File: src/rtl/cache_arbiter.sv
// Round-robin arbiter sharing one single-outstanding cache port among NUM_REQ requesters.
// Grant to cache pulse: 1 cycle; occupancy = cache latency + 2; req_valid_in is ignored while a transaction is in WAIT.
module cache_arbiter #(
    parameter int NUM_REQ        = 4,
    parameter int ADDR_WIDTH     = 32,
    parameter int DATA_WIDTH     = 32,
    parameter int TIMEOUT_CYCLES = 255
) (
    input  logic                          clk_in,
    input  logic                          rst_n_in,
    input  logic [NUM_REQ-1:0]            req_valid_in,
    input  logic [NUM_REQ*ADDR_WIDTH-1:0] req_addr_in,
    output logic [NUM_REQ-1:0]            req_ready_out,
    output logic [NUM_REQ-1:0]            resp_valid_out,
    output logic [DATA_WIDTH-1:0]         resp_data_out,
    output logic                          resp_err_out,
    output logic [ADDR_WIDTH-1:0]         cache_addr_out,
    output logic                          cache_addr_valid_out,
    input  logic [DATA_WIDTH-1:0]         cache_val_in,
    input  logic                          cache_valid_in,
    output logic                          busy_out,
    output logic [$clog2(NUM_REQ)-1:0]    owner_out
);
    localparam int ID_W  = $clog2(NUM_REQ);
    localparam int CNT_W = $clog2(TIMEOUT_CYCLES + 1);

    typedef enum logic {ST_IDLE, ST_WAIT} state_t;

    state_t             r_state;
    logic [ID_W-1:0]    r_rr_ptr;
    logic [CNT_W-1:0]   r_cnt;

    logic               w_gnt_vld;
    logic [ID_W-1:0]    w_gnt_id;
    logic [ID_W:0]      w_sum;
    logic [ID_W-1:0]    w_next_ptr;
    logic [NUM_REQ-1:0] w_owner_oh;

    // Scan from the highest offset down so the closest set bit to r_rr_ptr wins.
    always_comb begin
        w_gnt_vld = 1'b0;
        w_gnt_id  = '0;
        w_sum     = '0;
        for (int k = NUM_REQ - 1; k >= 0; k--) begin
            w_sum = {1'b0, r_rr_ptr} + (ID_W + 1)'(k);
            if (w_sum >= (ID_W + 1)'(NUM_REQ)) begin
                w_sum = w_sum - (ID_W + 1)'(NUM_REQ);
            end
            if (req_valid_in[w_sum[ID_W-1:0]]) begin
                w_gnt_vld = 1'b1;
                w_gnt_id  = w_sum[ID_W-1:0];
            end
        end
    end

    assign w_next_ptr = (owner_out == ID_W'(NUM_REQ - 1)) ? '0 : owner_out + ID_W'(1);
    assign w_owner_oh = NUM_REQ'(1) << owner_out;

    always_ff @(posedge clk_in or negedge rst_n_in) begin
        if (!rst_n_in) begin
            r_state              <= ST_IDLE;
            r_rr_ptr             <= '0;
            r_cnt                <= '0;
            req_ready_out        <= '0;
            resp_valid_out       <= '0;
            resp_data_out        <= '0;
            resp_err_out         <= 1'b0;
            cache_addr_out       <= '0;
            cache_addr_valid_out <= 1'b0;
            busy_out             <= 1'b0;
            owner_out            <= '0;
        end else begin
            req_ready_out        <= '0;
            cache_addr_valid_out <= 1'b0;
            resp_valid_out       <= '0;
            resp_err_out         <= 1'b0;
            case (r_state)
                ST_IDLE: begin
                    if (w_gnt_vld) begin
                        req_ready_out        <= NUM_REQ'(1) << w_gnt_id;
                        cache_addr_out       <= req_addr_in[int'(w_gnt_id)*ADDR_WIDTH +: ADDR_WIDTH];
                        cache_addr_valid_out <= 1'b1;
                        owner_out            <= w_gnt_id;
                        busy_out             <= 1'b1;
                        r_cnt                <= '0;
                        r_state              <= ST_WAIT;
                    end
                end
                ST_WAIT: begin
                    // A real answer on the timeout cycle takes priority over the error.
                    if (cache_valid_in) begin
                        resp_data_out  <= cache_val_in;
                        resp_valid_out <= w_owner_oh;
                        r_rr_ptr       <= w_next_ptr;
                        busy_out       <= 1'b0;
                        r_state        <= ST_IDLE;
                    end else if (r_cnt == CNT_W'(TIMEOUT_CYCLES - 1)) begin
                        resp_data_out  <= '0;
                        resp_valid_out <= w_owner_oh;
                        resp_err_out   <= 1'b1;
                        r_rr_ptr       <= w_next_ptr;
                        busy_out       <= 1'b0;
                        r_state        <= ST_IDLE;
                    end else begin
                        r_cnt <= r_cnt + CNT_W'(1);
                    end
                end
                default: r_state <= ST_IDLE;
            endcase
        end
    end
endmodule

File: config.mk
export PLATFORM = sky130hd
export DESIGN_NAME = cache_arbiter
export DESIGN_NICKNAME = d
export VERILOG_FILES = /design/src/rtl/cache_arbiter.sv
export SDC_FILE = /design/constraint.sdc
export NUM_CORES = 1
export LEC_CHECK = 0
export BUFFER_PORTS_ARGS = -buffer_cell sky130_fd_sc_hd__buf_2
export CORE_ASPECT_RATIO = 2
export CORE_MARGIN = 1
export CORE_UTILIZATION = 45
export CTS_BUF_LIST = sky130_fd_sc_hd__clkbuf_8
export DETAILED_ROUTE_END_ITERATION = 8
export PLACE_DENSITY_LB_ADDON = 0.08
export REMOVE_ABC_BUFFERS = 1
export SLEW_MARGIN = 20
export SYNTH_ARGS = -nofsm -noshare
export SYNTH_HDL_FRONTEND = slang
export SYNTH_SLANG_ARGS = --single-unit
File: constraint.sdc
create_clock -name clk_in -period 2 [get_ports clk_in]
set_input_delay 0.2 -clock clk_in [delete_from_list [all_inputs] [get_ports clk_in]]
set_output_delay 0.2 -clock clk_in [all_outputs]
set_load 0.02 [all_outputs]
==> results.json <==
{
  "cts-root-buf": "clkbuf_8",
  "vias": 3707,
  "r2r-end": "cache_addr_out[26]",
  "synth_warnings": 0,
  "cp_max_fo": 31,
  "startpoint": "r_rr_ptr[0]",
  "drc_errors": 0,
  "rsz0062_at_grt": "false",
  "wirelength_um": 10700,
  "r2r_slack_ns": 0.26,
  "setup_viol": 0,
  "finalHoldViolations": 0,
  "row_count": 49,
  "drive_gt1_share_pct": 45.6,
  "ys_types": 32,
  "r2r_cells": 6,
  "port_buffers": 243,
  "max_stage_delay_ns": 0.41,
  "irDropWorstVdd_v": 0.000677,
  "antenna_found_initial": 0,
  "grt_pass1_vias": 3644,
  "slew_headroom_pct": 59.6,
  "clock_skew_ns": 0.0162,
  "die-area_um2": 9590,
  "path_buf_inv": 1,
  "yosys-top-cells-area": "dfrtp_1, mux2i_1, a22o_1",
  "syn_area_um2": 4130,
  "pin_count": 244,
  "grt_pass1_wl_um": 17100,
  "grt_max_degree": 39,
  "cp-endpoint": "cache_addr_out[26]",
  "clockBufferDepth": 2,
  "path_clk_slew_ns": 0.09,
  "h-tree-depth": 3,
  "fillers": 730,
  "finalMaxSlewViolations": 0,
  "path_class": "reg2reg",
  "track_usage_pct": 22.5,
  "wl_per_cell_um": 15.2,
  "drt_iter0_markers": 114,
  "synth_compound_area_share_pct": 15.8,
  "crit_arrival_ns": 1.97,
  "gp_congestion": 0.778,
  "multi_input_area_um2": 1760,
  "synth-xor-area-share_pct": 1.27,
  "clock_latency_ns": 0.36,
  "synthCells": 358,
  "drv_cap": 0,
  "synthMuxAreaShare_pct": 15.8,
  "status": "finished clean",
  "synth_top_family_by_area": "multiplexers",
  "cts.sinks": 88,
  "placed_cell_area_um2": 5500,
  "post_cts_buffers": 0,
  "yosysSeqAreaShare_pct": 53.3,
  "viasPerCell": 5.27,
  "p_leak_nw": 3.15,
  "synth.top_cell.area_share_pct": 53.3,
  "synth_fa_ha_area_share_pct": 1.82,
  "route.antenna.remaining_nets": 0,
  "die_y_um": 137,
  "dp_hpwl_um": 8080,
  "worstPathCellList": "nand2b_1 -> a21oi_1 -> a211o_4 -> buf_12 -> mux2i_1 -> o221ai_1",
  "total_power_mw": 8.47,
  "dr.pass1.iters": 4,
  "coreArea_um2": 8950,
  "r2r-start": "r_rr_ptr[0]",
  "cts-buffers-inserted": 9,
  "synth_simple_gate_area_share_pct": 7.72,
  "fin_util_pct": 63.8,
  "setup_tns_ns": 0,
  "slowest_stage": "dfrtp_1",
  "worst_slew_pin_slew_ns": 0.606,
  "ys_seq_elements": 88,
  "cts_tree": "yes",
  "start_util_pct": 46.1,
  "diodes": 0,
  "post-route-period-util_pct": 87.2,
  "finalCriticalPeriod_ns": 1.74,
  "finalInstanceArea_um2": 5710,
  "areaGrowthSynthToFinish_pct": 38.2,
  "grt_overflow": 0,
  "worstSetupStartpointType": "flop",
  "synth.avg_cell_area_um2": 11.5,
  "cp.depth": 6,
  "fin_nets": 769,
  "seq_area_um2": 2200,
  "cp.required_ns": 2.23,
  "cp_top_family": "compound AO/OA/AOI/OAI gates",
  "dieWidth_um": 69.7,
  "hold_path.class": "in2reg",
  "end_kind": "flop",
  "timing.fmax_mhz": 574,
  "synth_top_area_cell": "dfrtp_1",
  "power.density_nw_per_um2": 1480
}
## registers in the layout, summed over array words and instances, names as in the netlist, 2 cells and up
| name | count |
|---|---|
| r_rr_ptr | 2 |
| resp_data_out | 32 |
| cache_addr_out | 32 |
| r_cnt | 8 |
| owner_out | 2 |
| req_ready_out | 4 |
| resp_valid_out | 4 |
## placed cells by master, fill, tap and decap left out, types with 7 or more instances in the layout
cell type,instances
buf_4,7
inv_1,11
nand2_1,41
nor2_1,18
buf_2,242
mux2i_1,64
a22o_1,32
o221ai_1,32
dfrtp_1,88
clkbuf_8,9
## worst reg2reg max path: stages (launching register included)
cell and delay [ns]:
dfrtp_1 0.41, nand2b_1 0.16, a21oi_1 0.17, a211o_4 0.18
buf_12 0.23, mux2i_1 0.31, o221ai_1 0.15
## area by class of cell
type	instances	area share [%]
well taps	102	2.24
clock inverters	7	1.34
flip-flops and latches	88	38.6
repair buffers	255	24.1
inverters	11	0.723
multi-input cells	231	30.9
clock buffers	9	2.17
## synthesized netlist by cell type, drive strengths merged
| library cell | n |
|---|---|
| dfrtp | 88 |
| mux2i | 64 |
| nand2 | 41 |
| a22o | 32 |
| o221ai | 32 |
| nor2 | 18 |
| buf | 14 |
| clkbuf | 14 |
| inv | 11 |
| ha | 6 |
| o21ai | 6 |
| xnor2 | 5 |
| and2 | 3 |
| nand2b | 3 |
| nand3 | 3 |
| nor2b | 3 |
| a21o | 2 |
| a21oi | 2 |
| o22ai | 2 |
| a211o | 1 |
| and3 | 1 |
| mux2 | 1 |
| nand4 | 1 |
| nand4b | 1 |
| nor3 | 1 |
| o211ai | 1 |
| o31ai | 1 |
| xor2 | 1 |
## how the worst min path moves through the flow
| stage | slack, ns | cells after the start | start | end |
|---|---|---|---|---|
| 2_1_floorplan | -0.1 | 0 | rst_n_in | busy_out |
| 3_3_place_gp | 0.19 | 1 | rst_n_in | resp_data_out[27] |
| 3_5_place_dp | 0.19 | 1 | rst_n_in | resp_data_out[27] |
| 4_1_cts | 0.04 | 2 | cache_val_in[5] | resp_data_out[5] |
| 5_1_grt | 0.05 | 2 | cache_val_in[27] | resp_data_out[27] |
| 6_report | 0.06 | 2 | cache_val_in[5] | resp_data_out[5] |
## repair_timing
action | in CTS | in global routing
endpoints found under the hold margin | 34 | 0
hold buffers | 1 | 0
resized for setup | 0 | 0
## report_power, final
group	internal [mW]	leakage (nW)	switching (mW)
registers	2.53	1.10	0.409
clock network	0.588	0.0966	0.651
logic	1.74	1.95	2.54
## kinds of logic after synthesis
family / Yosys count
compound gates: 79
fa+ha+maj: 6
simple gates: 75
mux: 65
flops: 88
buf+inv: 39
xor+xnor: 6
## metal layers
layer | GRT usage, % | wire length [um]
met1 | 24.6 | 3940
met5 | 0 | 0
met3 | 5.49 | 713
met4 | 9.00 | 210
met2 | 41.6 | 5820
## per-stage QoR
step | setup WS, ns | cells | hold slack, ns
finish | 0.257 | 703 | 0.0554
global route | 0.191 | 703 | 0.0470
CTS | 0.271 | 703 | 0.0414
detailed placement | 0.287 | 686 | 0.193
global placement | 0.359 | 686 | 0.190
floorplan | -1.23 | 330 | -0.0956
(Power assumes the default switching activity.)
